$ cat src/rtl/digit_unit_arbiter_if.sv
// rtl/digit_unit_arbiter_if.sv - requester and unit-side signal bundle for digit_unit_arbiter
interface digit_unit_arbiter_if;
    logic       req0_valid;
    logic       req0_op;
    logic       req0_slot;
    logic [3:0] req0_data;
    logic       req0_ready;

    logic       req1_valid;
    logic       req1_op;
    logic       req1_slot;
    logic [3:0] req1_data;
    logic       req1_ready;

    logic       unit_select;
    logic       unit_add;
    logic       unit_next;
    logic [3:0] unit_data;

    logic       mode;
    logic       busy;
    logic       grant_id;
    logic       drop;

    // Arbiter side: consumes requests, drives the unit lines and status
    modport slave (
        input  req0_valid, req0_op, req0_slot, req0_data,
        input  req1_valid, req1_op, req1_slot, req1_data,
        output req0_ready, req1_ready,
        output unit_select, unit_add, unit_next, unit_data,
        output mode, busy, grant_id, drop
    );

    // Requester / observer side
    modport master (
        output req0_valid, req0_op, req0_slot, req0_data,
        output req1_valid, req1_op, req1_slot, req1_data,
        input  req0_ready, req1_ready,
        input  unit_select, unit_add, unit_next, unit_data,
        input  mode, busy, grant_id, drop
    );
endinterface

$ cat src/rtl/digit_unit_arbiter.sv
// rtl/digit_unit_arbiter.sv - round-robin sharer of one digit buffer/GCD unit with timed strobes
module digit_unit_arbiter #(
    parameter int unsigned PULSE_W = 2,
    parameter int unsigned GAP_W   = 2
) (
    input  logic clk,
    input  logic rst_n,
    digit_unit_arbiter_if.slave bus
);
    typedef enum logic [1:0] {S_IDLE, S_DRIVE, S_GAP} state_t;

    localparam logic [3:0] PULSE_LD = 4'(PULSE_W - 1);
    localparam logic [3:0] GAP_LD   = 4'(GAP_W - 1);
    localparam logic       OP_ADD   = 1'b0;

    state_t     r_state;
    state_t     w_state_nxt;
    logic [3:0] r_cnt;
    logic [3:0] w_cnt_nxt;
    logic       w_mode_flip;

    logic       r_op;
    logic       r_last_grant;
    logic       r_grant_id;
    logic       r_unit_select;
    logic [3:0] r_unit_data;
    logic       r_unit_add;
    logic       r_unit_next;
    logic       r_mode;
    logic       r_busy;
    logic       r_drop;

    logic       w_idle;
    logic       w_pick;
    logic       w_ready0;
    logic       w_ready1;
    logic       w_accept;
    logic       w_acc_op;
    logic       w_acc_slot;
    logic [3:0] w_acc_data;
    logic       w_op_nxt;

    assign w_idle = (r_state == S_IDLE);

    // Round-robin pick: a tie goes to whoever was not served last
    always_comb begin
        w_pick     = 1'b0;
        w_ready0   = 1'b0;
        w_ready1   = 1'b0;
        if (bus.req0_valid && bus.req1_valid) begin
            w_pick = ~r_last_grant;
        end else begin
            w_pick = bus.req1_valid;
        end
        w_ready0   = w_idle && bus.req0_valid && !w_pick;
        w_ready1   = w_idle && bus.req1_valid &&  w_pick;
        w_accept   = w_ready0 || w_ready1;
        w_acc_op   = w_pick ? bus.req1_op   : bus.req0_op;
        w_acc_slot = w_pick ? bus.req1_slot : bus.req0_slot;
        w_acc_data = w_pick ? bus.req1_data : bus.req0_data;
        w_op_nxt   = w_accept ? w_acc_op : r_op;
    end

    // Next-state: an ADD in gcd mode never leaves IDLE, everything else strobes
    always_comb begin
        w_state_nxt = r_state;
        w_cnt_nxt   = r_cnt;
        w_mode_flip = 1'b0;
        case (r_state)
            S_IDLE: begin
                if (w_accept && (w_acc_op != OP_ADD || !r_mode)) begin
                    w_state_nxt = S_DRIVE;
                    w_cnt_nxt   = PULSE_LD;
                end
            end
            S_DRIVE: begin
                if (r_cnt == 4'd0) begin
                    w_state_nxt = S_GAP;
                    w_cnt_nxt   = GAP_LD;
                    w_mode_flip = (r_op != OP_ADD);
                end else begin
                    w_cnt_nxt   = r_cnt - 4'd1;
                end
            end
            S_GAP: begin
                if (r_cnt == 4'd0) begin
                    w_state_nxt = S_IDLE;
                end else begin
                    w_cnt_nxt   = r_cnt - 4'd1;
                end
            end
            default: begin
                w_state_nxt = S_IDLE;
                w_cnt_nxt   = 4'd0;
            end
        endcase
    end

    // State and phase counter
    always_ff @(posedge clk or negedge rst_n) begin
        if (!rst_n) begin
            r_state <= S_IDLE;
            r_cnt   <= 4'd0;
        end else begin
            r_state <= w_state_nxt;
            r_cnt   <= w_cnt_nxt;
        end
    end

    // Registered unit lines, shadow mode and grant bookkeeping
    always_ff @(posedge clk or negedge rst_n) begin
        if (!rst_n) begin
            r_op          <= 1'b0;
            r_last_grant  <= 1'b1;
            r_grant_id    <= 1'b0;
            r_unit_select <= 1'b0;
            r_unit_data   <= 4'd0;
            r_unit_add    <= 1'b0;
            r_unit_next   <= 1'b0;
            r_mode        <= 1'b0;
            r_busy        <= 1'b0;
            r_drop        <= 1'b0;
        end else begin
            if (w_accept) begin
                r_op         <= w_acc_op;
                r_last_grant <= w_pick;
                r_grant_id   <= w_pick;
                if (w_acc_op == OP_ADD) begin
                    // In gcd mode select still moves: it picks the displayed digit
                    r_unit_select <= w_acc_slot;
                    if (!r_mode) begin
                        r_unit_data <= w_acc_data;
                    end
                end
            end
            r_drop      <= w_accept && (w_acc_op == OP_ADD) && r_mode;
            r_mode      <= r_mode ^ w_mode_flip;
            r_unit_add  <= (w_state_nxt == S_DRIVE) && (w_op_nxt == OP_ADD);
            r_unit_next <= (w_state_nxt == S_DRIVE) && (w_op_nxt != OP_ADD);
            r_busy      <= (w_state_nxt != S_IDLE);
        end
    end

    assign bus.req0_ready  = w_ready0;
    assign bus.req1_ready  = w_ready1;
    assign bus.unit_select = r_unit_select;
    assign bus.unit_data   = r_unit_data;
    assign bus.unit_add    = r_unit_add;
    assign bus.unit_next   = r_unit_next;
    assign bus.mode        = r_mode;
    assign bus.busy        = r_busy;
    assign bus.grant_id    = r_grant_id;
    assign bus.drop        = r_drop;
endmodule
$ cat src/flat_wrapper.sv
// flat-port wrapper written by rule: the top's interface ports become plain ports
module digit_unit_arbiter_flat 
#(
    parameter int unsigned PULSE_W = 2,
    parameter int unsigned GAP_W   = 2
)
  (clk, rst_n, bus_req0_valid, bus_req0_op, bus_req0_slot, bus_req0_data, bus_req1_valid, bus_req1_op, bus_req1_slot, bus_req1_data, bus_req0_ready, bus_req1_ready, bus_unit_select, bus_unit_add, bus_unit_next, bus_unit_data, bus_mode, bus_busy, bus_grant_id, bus_drop);
  digit_unit_arbiter_if bus_i ();
  input  logic clk;
  input  logic rst_n;
  input wire logic [$bits(bus_i.req0_valid)-1:0] bus_req0_valid;
  input wire logic [$bits(bus_i.req0_op)-1:0] bus_req0_op;
  input wire logic [$bits(bus_i.req0_slot)-1:0] bus_req0_slot;
  input wire logic [$bits(bus_i.req0_data)-1:0] bus_req0_data;
  input wire logic [$bits(bus_i.req1_valid)-1:0] bus_req1_valid;
  input wire logic [$bits(bus_i.req1_op)-1:0] bus_req1_op;
  input wire logic [$bits(bus_i.req1_slot)-1:0] bus_req1_slot;
  input wire logic [$bits(bus_i.req1_data)-1:0] bus_req1_data;
  output wire logic [$bits(bus_i.req0_ready)-1:0] bus_req0_ready;
  output wire logic [$bits(bus_i.req1_ready)-1:0] bus_req1_ready;
  output wire logic [$bits(bus_i.unit_select)-1:0] bus_unit_select;
  output wire logic [$bits(bus_i.unit_add)-1:0] bus_unit_add;
  output wire logic [$bits(bus_i.unit_next)-1:0] bus_unit_next;
  output wire logic [$bits(bus_i.unit_data)-1:0] bus_unit_data;
  output wire logic [$bits(bus_i.mode)-1:0] bus_mode;
  output wire logic [$bits(bus_i.busy)-1:0] bus_busy;
  output wire logic [$bits(bus_i.grant_id)-1:0] bus_grant_id;
  output wire logic [$bits(bus_i.drop)-1:0] bus_drop;
  assign bus_i.req0_valid = bus_req0_valid;
  assign bus_i.req0_op = bus_req0_op;
  assign bus_i.req0_slot = bus_req0_slot;
  assign bus_i.req0_data = bus_req0_data;
  assign bus_i.req1_valid = bus_req1_valid;
  assign bus_i.req1_op = bus_req1_op;
  assign bus_i.req1_slot = bus_req1_slot;
  assign bus_i.req1_data = bus_req1_data;
  assign bus_req0_ready = bus_i.req0_ready;
  assign bus_req1_ready = bus_i.req1_ready;
  assign bus_unit_select = bus_i.unit_select;
  assign bus_unit_add = bus_i.unit_add;
  assign bus_unit_next = bus_i.unit_next;
  assign bus_unit_data = bus_i.unit_data;
  assign bus_mode = bus_i.mode;
  assign bus_busy = bus_i.busy;
  assign bus_grant_id = bus_i.grant_id;
  assign bus_drop = bus_i.drop;
  digit_unit_arbiter #(.PULSE_W(PULSE_W), .GAP_W(GAP_W)) u_core (.clk(clk), .rst_n(rst_n), .bus(bus_i));
endmodule
$ cat config.mk
export PLATFORM = sky130hd
export DESIGN_NAME = digit_unit_arbiter_flat
export DESIGN_NICKNAME = d
export VERILOG_FILES = /design/src/rtl/digit_unit_arbiter_if.sv /design/src/rtl/digit_unit_arbiter.sv /design/src/flat_wrapper.sv
export SDC_FILE = /design/constraint.sdc
export NUM_CORES = 1
export LEC_CHECK = 0
export CORE_ASPECT_RATIO = 0.9
export CORE_UTILIZATION = 44
export CTS_BUF_LIST = sky130_fd_sc_hd__clkbuf_16
export DETAILED_ROUTE_END_ITERATION = 6
export GPL_TIMING_DRIVEN = 0
export HOLD_SLACK_MARGIN = 0.02
export PLACE_DENSITY = 0.75
export SLEW_MARGIN = 15
export SYNTH_ARGS = -nofsm -noshare
export SYNTH_HDL_FRONTEND = slang
export SYNTH_SLANG_ARGS = --single-unit
export TNS_END_PERCENT = 5
$ cat constraint.sdc
create_clock -name clk -period 2.45 [get_ports clk]
set_clock_uncertainty 0.05 [all_clocks]
set_input_delay 0.49 -clock clk [delete_from_list [all_inputs] [get_ports clk]]
set_output_delay 0.49 -clock clk [all_outputs]
set_load 0.02 [all_outputs]
### Yosys cells after proc, flatten, opt, wreduce, memory -nomap -nowiden

Index checks and enable logic that the tools add are counted.
W data, S select, Z words.

| storage, ports and cells | value |
|---|---|
| flip-flop bits (word level) | 19 |
| word-level logic and storage cells | 58 |

| cells by class | value |
|---|---|
| equality and inequality tests | 5 |
| muxes and demuxes | 15 |
| bitwise logic cells | 5 |
| add/subtract/negate cells | 1 |
| reduce and logical (&&, ||, !) cells | 20 |

Operator list:

| cell | number |
|---|---|
| $mux W4 | 4 |
| $pmux W4 S3 | 1 |
| $logic_and A1 B1 Y1 | 10 |
| $mux W1 | 6 |
| $mux W2 | 3 |
| $pmux W2 S3 | 1 |
| $eq A2 B1 Y1 const B | 2 |
| $logic_not A4 Y1 | 1 |
| $ne A2 B2 Y1 const B | 2 |
| $not A1 Y1 | 4 |
| $reduce_and A2 Y1 | 2 |
| $sub A4 B1 Y4 const B | 1 |
| $reduce_and A3 Y1 | 1 |
| $eq A2 B2 Y1 const B | 1 |
| $logic_not A1 Y1 | 2 |
| $logic_not A2 Y1 | 1 |
| $logic_or A1 B1 Y1 | 2 |
| $reduce_bool A2 Y1 | 1 |
| $xor A1 B1 Y1 | 1 |

### Longest topological paths before layout

| depth | value |
|---|---|
| depth after elaboration | 10 |
| depth in mapped cells | 6 |
| depth with buffers taken out | 6 |

### Worst setup path before layout

Ideal clock, no wire load.

| timing | value |
|---|---|
| kind | input to register |
| from | input port bus_req1_valid |
| to | register u_core.r_unit_data[0] (netlist: u_core.bus.unit_data[0]) |
| setup slack | 667 ps |
| setup time | 125 ps |
| data required time | 2275 ps |
| cell stages on the path | 4 |
| arrival time | 1609 ps |
| path through | a21boi_4 > mux2i_2 > nand3b_1 > mux2_2 |

| on the way | value |
|---|---|
| longest elaborated chain between the ends | 6 |
| elaborated cells between the ends (all ways) | 11 |
| classes of those cells | 3 x mux; 1 x bitwise; 7 x reduce/logical |

Ends and longest elaborated chain:

| item | line | RTL |
|---|---|---|
| start, declared | flat_wrapper.sv:15 | `input wire logic [$bits(bus_i.req1_valid)-1:0] bus_req1_valid;` |
| $logic_and A1 B1 Y1 | digit_unit_arbiter.sv:50 | `if (bus.req0_valid && bus.req1_valid) begin` |
| $mux W1 | digit_unit_arbiter.sv:50 |  |
| $logic_not A1 Y1 | digit_unit_arbiter.sv:55 | `w_ready0 = w_idle && bus.req0_valid && !w_pick;` |
| $logic_and A1 B1 Y1 | digit_unit_arbiter.sv:55 |  |
| $logic_or A1 B1 Y1 | digit_unit_arbiter.sv:57 | `w_accept = w_ready0 \|\| w_ready1;` |
| $reduce_and A3 Y1 (no line) | n/a |  |
| end signal, assigned | digit_unit_arbiter.sv:132 | `r_unit_data <= w_acc_data;` |
| end, declared | digit_unit_arbiter.sv:26 | `logic [3:0] r_unit_data;` |

Several ways; a longest one is shown, not always the timed one.
A chain may end at the register's enable or synchronous reset.

### Final worst setup path

| timing | value |
|---|---|
| from | input port bus_req1_valid |
| to | register u_core.r_unit_data[2] (netlist: u_core.bus.unit_data[2]) |

Same word-level chain as after synthesis.

==> impl_metrics.py <==
metrics = {
    "placement": {
        "post-dp-hpwl_microns": 1383,
        "io_buffer_count": 28,
        "place_area_sq_um": 1227,
        "place_congestion": 0.7417,
    },
    "synth": {
        "yosysWarnings": 0,
        "netlist_top_cells_area": "dfrtp_1 (49%), mux2_2 (9.8%), dfstp_2 (2.9%)",
        "yosysUniqueCellTypes": 34,
        "ys_async_sr_fraction": 1.000,
        "ys_seq_area_frac": 0.5205,
        "synth_flop_cell": "dfrtp_1",
        "synth_top_area_cell": "dfrtp_1",
        "synth.most_common_cell": "dfrtp_1",
        "synth_area_sq_um": 915.9,
        "synthTopCellsByCount": "dfrtp_1 (18), mux2_2 (8), nand2_1 (5)",
        "synth_edf_count": 0,
        "synth_cells": 80,
        "synth_seq_cells": 19,
        "avgSynthCellArea_sq_um": 11.45,
        "yosysTopAreaCellShare": 0.4918,
        "syn_nets": 97,
    },
    "die": {
        "die_w_microns": 50.09,
        "fp.dieH_microns": 45.28,
        "die_area_sq_um": 2268,
        "row_count": 15,
        "io-pin-count": 29,
        "core-area_sq_um": 1933,
        "initial_utilization": 0.4738,
    },
    "routing": {
        "drc_errors": 0,
        "viasPerCell": 5.223,
        "wl_per_cell_microns": 13.20,
        "dr.pass1.iters": 4,
        "drtAntennaViolNets": 0,
        "num_vias": 726,
        "routed_wl_microns": 1835,
        "drtIter0Drc": 14,
    },
    "setup_path": {
        "crit_path_end": "u_core.bus.unit_data[2]",
        "crit_slowest_cell": "clkdlybuf4s50_1",
        "ff2ff_path_depth": 6,
        "cp_common_cell": "buf_4",
        "path_depth": 7,
        "cp_cell_sequence": "clkdlybuf4s50_1, a21boi_4, buf_4, buf_4, mux2i_4, nand3b_1, mux2_2",
        "crit_fanout": 7,
        "reg2reg_slack_ns": 0.52,
        "crit_type": "input pin to register",
        "startpoint": "bus_req1_valid",
        "startpoint_type": "input pin",
        "worstReg2RegStart": "u_core.r_last_grant",
        "worst_ep_arrival_time_ns": 2.39,
        "cp_slowest_stage_delay_ns": 0.52,
        "critPathBufInv": 3,
        "cp.required_ns": 2.53,
        "end_kind": "register",
        "r2r-end": "u_core.bus.unit_data[2]",
        "crit_family": "buffers and inverters",
    },
    "clock_tree": {
        "cts_buffers": 3,
        "hold_buffers": 0,
        "htree_levels": 1,
        "cts.root.buffer_cell": "clkbuf_16",
        "clkSinkCount": 19,
        "cts.clk_slew.worst_paths_ns": 0.05,
        "tritoncts": "built",
        "clk_latency_ns": 0.25,
        "clock_path_buffers": 2,
    },
    "layout": {
        "fill_cells": 148,
        "final_cell_area_sq_um": 1328,
        "syn_to_final_growth_pct": 44.95,
        "multi_input_area_sq_um": 427.9,
        "diodes": 0,
        "drive_gt1_frac": 0.1667,
        "nets": 132,
        "fin_util": 0.6867,
        "regArea_sq_um": 476.7,
    },
    "grt": {
        "grt_pass1_wl_microns": 2967,
        "grt_use_total": 0.1830,
        "overflow": 0,
        "grt_max_degree": 20,
        "grt_pass1_vias": 667,
        "antenna_found_initial": 0,
    },
    "timing": {
        "slew_viol_final": 0,
        "rsz0062_at_grt": "no",
        "period_needed_ns": 2.308,
        "tightest_slew_ns": 0.8029,
        "slew_headroom": 0.4631,
        "finalSetupViolations": 0,
        "hold_violations": 0,
        "finalCritPeriodShare": 0.9422,
        "max_freq_ghz": 0.4332,
    },
    "pwr": {
        "max-vdd-ir-drop_mv": 0.8269,
        "report.power.total_uw": 1728,
        "p_leak_uw": 0.0005838,
        "powerDensity_nw_per_um2": 1302,
    },
    "run": {
        "maxCapViolCount": 0,
    },
    "outcome": {
        "status": "complete, no violations",
    },
    "hold_path": {
        "hold_class": "register to register",
    },
}
==> layout make-up <==
| cell class | instances | share of cell area |
|---|---|---|
| flip-flops and latches | 19 | 0.3591 |
| clock inverters | 1 | 0.002828 |
| multi-input cells | 56 | 0.3223 |
| repair buffers | 30 | 0.2205 |
| plain buffers | 1 | 0.003770 |
| clock buffers | 3 | 0.05655 |
| well taps | 25 | 0.02356 |
| inverters | 4 | 0.01131 |
==> how the worst min path moves through the flow <==
stage | cells past startpoint | slack (ns) | to | startpoint
after floorplan | 0 | 0.14 | u_core.bus.busy | rst_n
after global placement | 1 | 0.41 | u_core.bus.grant_id | u_core.bus.grant_id
after detailed placement | 1 | 0.44 | u_core.bus.unit_data[2] | u_core.bus.unit_data[2]
after CTS | 1 | 0.45 | u_core.bus.unit_data[2] | u_core.bus.unit_data[2]
after global routing | 1 | 0.46 | u_core.bus.unit_data[3] | u_core.bus.unit_data[3]
final | 1 | 0.45 | u_core.bus.unit_data[2] | u_core.bus.unit_data[2]
==> what timing repair did <==
item,4_1_cts,5_1_grt
gates cloned,0,0
gates resized for setup,2,1
setup endpoints to repair,2,4
setup buffers,2,0
==> metrics by stage <==
stage / setup WS (ns) / TNS (ns) / hold slack, ns / std cells
5_1_grt: 0.07102 / 0 / 0.4632 / 139
3_5_place_dp: -0.2275 / -0.5798 / 0.4426 / 133
6_report: 0.1416 / 0 / 0.4509 / 139
2_1_floorplan: 0.6667 / 0 / 0.1444 / 80
4_1_cts: 0.08720 / 0 / 0.4528 / 139
3_3_place_gp: -0.2286 / -0.5251 / 0.4125 / 133
==> state kept, by name (all words and copies together) (netlist names) <==
register	count
u_core.bus.unit_data	4
u_core.r_cnt	4
u_core.r_state	2
u_core.bus.busy	1
u_core.bus.drop	1
u_core.bus.grant_id	1
u_core.bus.mode	1
u_core.bus.unit_add	1
u_core.bus.unit_next	1
u_core.bus.unit_select	1
u_core.r_last_grant	1
u_core.r_op	1
==> per-layer routing <==
metal  part of all wire  vias to the layer above  routed length [microns]  global-route usage
met5                  0                        -                        0                   0
met4              0.020                        0                       36             0.08571
met3              0.035                        4                       64             0.05051
met2               0.48                       16                      889              0.2960
met1               0.46                      340                      846              0.2299
li1                   -                      366                        -                   -
==> cell families after synthesis <==
group / after synthesis / synth area share
mux: 11 / 0.1352
fa+ha+maj: 1 / 0.01366
compound gates: 20 / 0.1639
xor+xnor: 2 / 0.01913
simple gates: 22 / 0.1257
buf+inv: 5 / 0.02185
flops: 19 / 0.5205
==> report_power, final <==
part	internal, uW	switching [uW]	total, uW
logic	411	434	845
clock network	217	108	324
registers	467	91.3	559
total	1100	633	1730
==> placed cells by master, fill, tap and decap left out, drive strengths merged, types with 2 or more instances in the layout <==
cell           instances
nand2                  5
o22ai                  2
nand3                  2
nor3                   2
clkbuf                 3
inv                    5
a31oi                  3
a32o                   2
mux2                   8
dlygate4sd2            2
dfrtp                 18
o21ai                  3
a21oi                  2
nor2                   5
buf                    3
clkdlybuf4s50         26
a21o                   3
mux2i                  3
No activity file was read; power rests on OpenSTA's default activity.
